==> src/rtl/npc_stage_pkg.sv <==
// Stage codes, halt codes and shared widths for the NPC multi-cycle stage sequencer.
package npc_stage_pkg;

  localparam int STAGE_W = 3;

  typedef enum logic [STAGE_W-1:0] {
    S_IF   = 3'd0,
    S_ID   = 3'd1,
    S_EX   = 3'd2,
    S_MEM  = 3'd3,
    S_WB   = 3'd4,
    S_HALT = 3'd5
  } stage_t;

  localparam logic [1:0] HALT_EBREAK  = 2'd0;
  localparam logic [1:0] HALT_ILLEGAL = 2'd1;
  localparam logic [1:0] HALT_IF_TMO  = 2'd2;
  localparam logic [1:0] HALT_MEM_TMO = 2'd3;

endpackage

==> src/rtl/wait_timer.sv <==
// Saturating wait counter with synchronous clear; o_expired is high while the count sits at MAX.
module wait_timer #(
  parameter int MAX = 15,
  parameter int W   = $clog2(MAX + 1)
) (
  input  logic         i_clk,
  input  logic         i_rst,
  input  logic         i_clr,
  input  logic         i_inc,
  output logic [W-1:0] o_count,
  output logic         o_expired
);

  logic [W-1:0] r_count;

  always_ff @(posedge i_clk) begin
    if (i_rst || i_clr) begin
      r_count <= '0;
    end else if (i_inc && (r_count != W'(MAX))) begin
      r_count <= r_count + 1'b1;
    end
  end

  assign o_count   = r_count;
  assign o_expired = (r_count == W'(MAX));

endmodule

==> src/rtl/stage_sequencer.sv <==
// IF/ID/EX/MEM/WB control FSM; every output is decoded from registered state and captured decode flags.
module stage_sequencer
  import npc_stage_pkg::*;
#(
  parameter int WAIT_MAX = 15
) (
  input  logic               clock,
  input  logic               reset,
  output logic               ifu_req,
  input  logic               ifu_ready,
  input  logic               dec_is_load,
  input  logic               dec_is_store,
  input  logic               dec_is_jal,
  input  logic               dec_is_jalr,
  input  logic               dec_is_ebreak,
  input  logic               dec_illegal,
  input  logic               mem_ready,
  output logic [STAGE_W-1:0] stage,
  output logic               ir_we,
  output logic               inst_jal,
  output logic               inst_jalr,
  output logic               memReadEnable,
  output logic               memWriteEnable,
  output logic               rf_we,
  output logic               pc_we,
  output logic               halt,
  output logic [1:0]         halt_code
);

  localparam int WCNT_W = $clog2(WAIT_MAX + 1);

  stage_t            r_state;
  stage_t            w_next;
  logic [1:0]        r_halt_code;
  logic [1:0]        w_halt_code;
  logic              r_load_q;
  logic              r_store_q;
  logic              r_jal_q;
  logic              r_jalr_q;
  logic [WCNT_W-1:0] w_wcnt;
  logic              w_expired;
  logic              w_waiting;
  logic              w_ready;
  logic              w_clr;

  // IF and MEM are never active together, so one timer serves both.
  assign w_waiting = (r_state == S_IF) || (r_state == S_MEM);
  assign w_ready   = (r_state == S_IF) ? ifu_ready : mem_ready;
  assign w_clr     = (w_next != r_state);

  wait_timer #(
    .MAX (WAIT_MAX),
    .W   (WCNT_W)
  ) u_wait_timer (
    .i_clk     (clock),
    .i_rst     (reset),
    .i_clr     (w_clr),
    .i_inc     (w_waiting && !w_ready),
    .o_count   (w_wcnt),
    .o_expired (w_expired)
  );

  always_ff @(posedge clock) begin
    if (reset) begin
      r_state     <= S_IF;
      r_halt_code <= HALT_EBREAK;
      r_load_q    <= 1'b0;
      r_store_q   <= 1'b0;
      r_jal_q     <= 1'b0;
      r_jalr_q    <= 1'b0;
    end else begin
      r_state     <= w_next;
      r_halt_code <= w_halt_code;
      if (r_state == S_ID) begin
        r_load_q  <= dec_is_load;
        r_store_q <= dec_is_store;
        r_jal_q   <= dec_is_jal;
        r_jalr_q  <= dec_is_jalr;
      end
    end
  end

  always_comb begin
    w_next      = r_state;
    w_halt_code = r_halt_code;
    case (r_state)
      S_IF: begin
        if (ifu_ready) begin
          w_next = S_ID;
        end else if (w_expired) begin
          w_next      = S_HALT;
          w_halt_code = HALT_IF_TMO;
        end
      end
      S_ID: begin
        // Conflicting access or branch kinds are undecodable and rank with illegal.
        if (dec_illegal || (dec_is_load && dec_is_store) || (dec_is_jal && dec_is_jalr)) begin
          w_next      = S_HALT;
          w_halt_code = HALT_ILLEGAL;
        end else if (dec_is_ebreak) begin
          w_next      = S_HALT;
          w_halt_code = HALT_EBREAK;
        end else begin
          w_next = S_EX;
        end
      end
      S_EX:  w_next = (r_load_q || r_store_q) ? S_MEM : S_WB;
      S_MEM: begin
        if (mem_ready) begin
          w_next = S_WB;
        end else if (w_expired) begin
          w_next      = S_HALT;
          w_halt_code = HALT_MEM_TMO;
        end
      end
      S_WB:    w_next = S_IF;
      S_HALT:  w_next = S_HALT;
      default: w_next = S_IF;
    endcase
  end

  // The wait count is still zero only in the first cycle of a MEM visit.
  assign ifu_req        = (r_state == S_IF);
  assign ir_we          = (r_state == S_ID);
  assign inst_jal       = (r_state == S_EX) && r_jal_q;
  assign inst_jalr      = (r_state == S_EX) && r_jalr_q;
  assign memReadEnable  = (r_state == S_MEM) && (w_wcnt == '0) && r_load_q;
  assign memWriteEnable = (r_state == S_MEM) && (w_wcnt == '0) && r_store_q;
  assign rf_we          = (r_state == S_WB) && !r_store_q;
  assign pc_we          = (r_state == S_WB);
  assign halt           = (r_state == S_HALT);
  assign halt_code      = r_halt_code;
  assign stage          = r_state;

endmodule

==> config.mk <==
export PLATFORM = sky130hd
export DESIGN_NAME = stage_sequencer
export DESIGN_NICKNAME = d
export VERILOG_FILES = /design/src/rtl/npc_stage_pkg.sv /design/src/rtl/wait_timer.sv /design/src/rtl/stage_sequencer.sv
export SDC_FILE = /design/constraint.sdc
export NUM_CORES = 1
export LEC_CHECK = 0
export ABC_AREA = 1
export CORE_MARGIN = 2
export CORE_UTILIZATION = 35
export CTS_CLUSTER_DIAMETER = 60
export DETAILED_ROUTE_END_ITERATION = 6
export PLACE_DENSITY = 0.72
export SYNTH_ARGS = -nofsm -noshare
export SYNTH_HDL_FRONTEND = slang
export SYNTH_HIERARCHICAL = 1
export SYNTH_SLANG_ARGS = --single-unit
==> constraint.sdc <==
create_clock -name clock -period 2.4 [get_ports clock]
set_input_delay 0.48 -clock clock [delete_from_list [all_inputs] [get_ports clock]]
set_output_delay 0.48 -clock clock [all_outputs]
set_load 0.02 [all_outputs]
==> metrics.md <==
| Metric | Value |
|---|---|
| Skew-Pair Late Insertion Delay | 0.27 ns |
| Mapped Cells | 143 |
| PortBufs | 23 |
| Adder-cell share of the synthesized area | 1.49% |
| Post-synthesis xor/xnor area fraction | 0% |
| Total GRT Usage | 17.2% |
| Starting Density | 37.5% |
| Most common cell after layout, fill and taps aside | nand2_1 |
| Post-Syn Area | 837 um^2 |
| Crit path time final | 2.27 ns |
| Sequential share of the synthesized area | 31.1% |
| Final setup viols | 0 |
| Final Skew | 0.00565 ns |
| Largest family of logic cells by synthesized area | simple AND/OR/NAND/NOR gates |
| Ports | 24 |
| Final WL | 2140 um |
| Actual transition at the worst max-transition pin | 0.369 ns |
| Critical path fanouts, max | 9 |
| Gr busiest metal | met2 |
| Number of fill cells in the layout | 234 |
| F_max | 441 MHz |
| Final Wtd Congestion | 0.877 |
| RSZ-0062 raised after global routing | no |
| Pre-Repair DR Iteration Count | 4 |
| CTS Buf Count | 3 |
| Outcome | finished, final reports clean |
| Final nets | 181 |
| Depth of the CTS H-tree | 1 |
| Chip Width | 52.9 um |
| Critical path class | register to primary output |
| Final Hold Fails | 0 |
| Number of global-route vias before repair | 855 |
| Routed via count | 937 |
| Met3 GRT Util | 3.39% |
| First-pass GRT wire length | 3540 um |
| ANT cells | 0 |
| Worst path max stage delay | 0.64 ns |
| Synth unique cells | 20 |
| Post-route ant nets | 0 |
| Max-cap violations | 0 |
| Critical Path RT | 1.92 ns |
| Pleak | 0.000559 uW |
| Critical path arrival | 1.79 ns |
| Critical path endpoint category | primary output |
| Total negative slack | 0 ns |
| Reg clk slew, reported paths | 0.08 ns |
| Syn. warnings | 6 |
| Period utilization | 94.4% |
| Initial antenna violation count | 0 |
| Yosys reg bits | 13 |
| Core ar. | 0.00223 mm^2 |
| Clock Path Buffers | 2 |
| Share of cells above drive strength 1 | 8.88% |
| 1st-iter DRT viols | 15 |
| CP startpoint kind | register |
| Buffers and inverters on the worst path | 1 |
| Peak supply drop | 0.519 mV |
| Met2 usage | 27.5% |
| # DRC | 0 |
| Placed insts | 193 |
| Core Rows | 17 |
| Crit path max-delay family | buffers and inverters |
| Area grow syn2layout | 34.7% |
| Multiplexer area fraction after synthesis | 0% |
| Largest net degree at the start of global routing | 11 |
| Vias/cell | 4.76 |
| Synthesized area per cell | 5.85 um^2 |
| Root Buffer | clkbuf_4 |
| GRT overflow | 0 |
| Most frequent cells in the layout | nand2_1 (30), nor2_1 (27), inv_1 (22) |
| CTS Sinks | 13 |
| HP Class | register to register |
| Synth Area in Simple Gates | 44.1% |
| M1 GR Usage | 22.5% |
| PwrDens | 682 mW/mm^2 |
| Die footprint | 0.00280 mm^2 |
| Syn nets | 154 |
| Wire length per cell | 10.8 um |
| Slew Viols, Final | 0 |
| Post-route insts no fill | 197 |
| CTS tree | built |
| Die height | 52.9 um |
| HPWL after DPL | 1730 um |
| Slowest CP cell | clkdlybuf4s50_1 |
| Crit-path cells | nand2_1 -> nor2_2 -> clkdlybuf4s50_1 |
| Max_slew headroom | 75.4% |
| Compound-Gate Fraction of Synth Area | 10.5% |
flip-flops by register name, summed over array words and instances (netlist names):
name	cells
u_wait_timer/o_count	4
halt_code	2
r_jalr_q	1
stage	3
r_load_q	1
r_store_q	1
r_jal_q	1
cell usage after synthesis:
cell type,count,share of area (%)
a21oi_1,6,3.6
o22ai_1,1,0.75
a31oi_1,1,0.75
nand2_2,2,1.5
nor2_1,27,12
dfxtp_1,13,31
ha_1,1,1.5
buf_2,2,1.2
or4_1,1,0.90
nor2_2,3,2.2
inv_2,4,1.8
nand2_1,30,13
nor4_1,1,0.75
nand3_1,12,7.2
inv_1,22,9.9
o21ai_0,7,4.2
nand4_1,4,3.0
nand3_2,1,1.2
o21ai_1,2,1.2
nor3_1,3,1.8
layer usage:
metal / up-vias / wire length (um) / share of wire [%]
met3: 4 / 124 / 5.8
met5: - / 0 / 0
met4: 0 / 25 / 1.2
met2: 29 / 954 / 45
li1: 506 / - / -
met1: 398 / 1030 / 48
cell families (layout without fill, tap and decap cells):
logic type	count (synthesis)	count (layout)
and+or+nand+nor	84	84
buffers and inverters	28	54
AOI/OAI and AO/OA	17	17
DFF	13	13
adders and majority gates	1	1
path summary, 6_finish.rpt:
check | start | endpoint | slack (ns) | cells past startpoint
max | stage[0] | ir_we | 0.13 | 3
min | r_jalr_q | r_jalr_q | 0.46 | 2
max reg2reg | u_wait_timer/o_count[0] | u_wait_timer/o_count[2] | 0.55 | 12
min reg2reg | r_jalr_q | r_jalr_q | 0.46 | 2
worst min-delay path, stage by stage, from the launching register on:
cell and delay, ns:
dfxtp_1 0.31, inv_1 0.06, a21oi_1 0.06
what timing repair did:
action / 4_1_cts / 5_1_grt
setup buffers: 0 / 0
hold buffers: 0 / 0
gates resized for setup: 2 / 1
pin swaps: 0 / 0
setup endpoints to repair: 2 / 1
power breakdown:
part           switching, uW  internal (uW)  leakage, uW  total [uW]
Combinational            212            142     0.000435         353
Sequential              32.8            251     0.000106         284
Clock                   70.7           61.7    0.0000177         132
Total                    315            454     0.000559         769
area by class of cell:
type	instances	area, um^2	share of cell area [%]
multi-input cells	102	469	41.6
flip-flops and latches	13	260	23.1
repair buffers	24	238	21.1
inverters	26	97.6	8.66
well taps	28	35.0	3.11
clock buffers	3	22.5	2.00
clock inverters	1	5.00	0.444
metrics by stage:
step | power (uW) | hold slack [ns] | area [um^2] | setup slack, ns | util (%)
6_report | 769 | 0.464 | 1130 | 0.133 | 50.5
4_1_cts | 777 | 0.466 | 1120 | 0.0330 | 50.4
5_1_grt | 838 | 0.479 | 1130 | 0.0429 | 50.5
2_1_floorplan | 517 | 0.430 | 837 | 0.468 | -
3_3_place_gp | 636 | 0.439 | 1100 | 0.275 | 49.2
3_5_place_dp | 643 | 0.452 | 1100 | 0.277 | 49.2
Power figures use the tool's default switching activity.
==> variant: new RTL, same settings <==
The parameter `WAIT_MAX` goes from 15 to 16.
--- a/src/rtl/stage_sequencer.sv
+++ b/src/rtl/stage_sequencer.sv
@@ -3,5 +3,5 @@
   import npc_stage_pkg::*;
 #(
-  parameter int WAIT_MAX = 15
+  parameter int WAIT_MAX = 16
 ) (
   input  logic               clock,
Check against the original RTL: no difference found for any inputs over 10 cycles, from zero or initial values and one cycle with reset high; that may be too few to reach the edited logic, so the function may still have changed.
==> variant against the unedited design <==
First-iteration DRC count up 27%; routed wire length up 6.6%; cell area up 12%; area after synthesis up 13%; clock skew about the same; sequential cell count up 1; critical path depth up 1; worst setup slack worse by 19 ps; register-to-register slack worse by 240 ps; final cell count up 7.6%; sequential share of layout area down 0.49 points; total power up 35%; synthesized cell count up 8.4%.
==> variant: results (changes against the unedited design) <==
Final Non-Filler Cells=212 (+7.6%); CP Max Fanout=11 (+2); Multi-Input Combinational=108 (+5.9%); Net count, final=196 (+8.3%); Mapped Nets=167 (+8.4%); adder-cell share of the synthesized area=2.65% (+1.2 points); Worst Path Arrival=1810 ps (+20 ps); wire length of the first global-routing pass=3860 um (+9.2%); non-clock buffer share of cell area=20.6% (-0.47 points); Finished Cell Area=1260 sq um (+12%); Peak supply drop=0.431 mV (-17%); fraction of standard cell area in multi-input logic=42.8% (+1.2 points); Final Skew=5.24 ps (-0.404 ps); Leak Pwr=0.649 nW (+16%); minimum clock period after layout=2290 ps (+18.8 ps); largest net degree at the start of global routing=12 (+1); FF+latch area=285 sq um (+9.6%); Yosys cell types=21 (+5.0%); clock network area share=1.78% (-0.66 points); #FFs+latches synth=14 (+1); num rows=18 (+1); status=complete, no violations; WL/cell=10.7 um (-0.94%); synth top area cells=dfxtp_1, nand2_1, inv_1, nor2_1, nand3_1; All-Layer GR Usage=15.5% (-1.7 points); Via density=4.73 (-0.63%); sequential share of the synthesized area=29.7% (-1.4 points); cell area after placement=1210 sq um (+10%); top cells by count, synth=nand2_1, inv_1, nor2_1, dfxtp_1, nand3_1; Final HPWL DP=1750 um (+1.1%); vias in the first global route=932 (+9.0%); fill cell count=278 (+19%); Setup WS pre-CTS=177 ps (-100 ps)
variant: cell count changes in the layout (fill, tap and decap cells not counted), sizes merged, moves of 2 or more:
| cell | delta |
|---|---|
| a21oi | +2 |
| buf | +2 |
| nor2 | -2 |
| inv | +5 |
| nand2 | +8 |
| nand4 | -2 |
| dlygate4sd2 | -2 |
| dlymetal6s2s | +2 |
variant: power by group:
group / internal, mW / switching [mW] / leakage, nW
clock: 0.0582 / 0.0762 / 0.0138
sequential: 0.283 / 0.0473 / 0.116
combinational: 0.238 / 0.335 / 0.519
total: 0.579 / 0.459 / 0.649
variant: stage by stage:
stage / power, mW / hold slack [ps]
final: 1.04 / 457
after global routing: 1.12 / 476
after CTS: 1.03 / 460
after detailed placement: 0.887 / 448
after global placement: 0.879 / 441
after floorplan: 0.711 / 430
variant: worst paths after layout:
path | startpoint | endpoint | cells after the start
worst max-delay path | stage[2] | pc_we | 4
worst min-delay path | r_jal_q | r_jal_q | 2
worst max register to register | u_wait_timer/o_count[0] | u_wait_timer/o_count[2] | 19
worst min register to register | r_jal_q | r_jal_q | 2
variant: cells by family after synthesis:
group                    Yosys count
buffers and inverters             33
flip-flops                        14
AO/OA/AOI/OAI                     18
AND/OR/NAND/NOR                   88
adder cells (fa/ha/maj)            2
variant: repair_timing:
| action | in CTS | in global routing |
|---|---|---|
| gates resized for setup | 2 | 8 |
| setup endpoints to repair | 2 | 9 |
| endpoints found under the hold margin | 0 | 0 |
| setup buffers | 0 | 0 |
variant: routing by layer:
layer | GRT usage, % | wire length [um] | part of all wire, %
met1 | 19.4 | 1050 | 46
met2 | 26.2 | 1090 | 48
met3 | 1.63 | 104 | 4.6
met4 | 8.16 | 29 | 1.3
met5 | 0 | 0 | 0
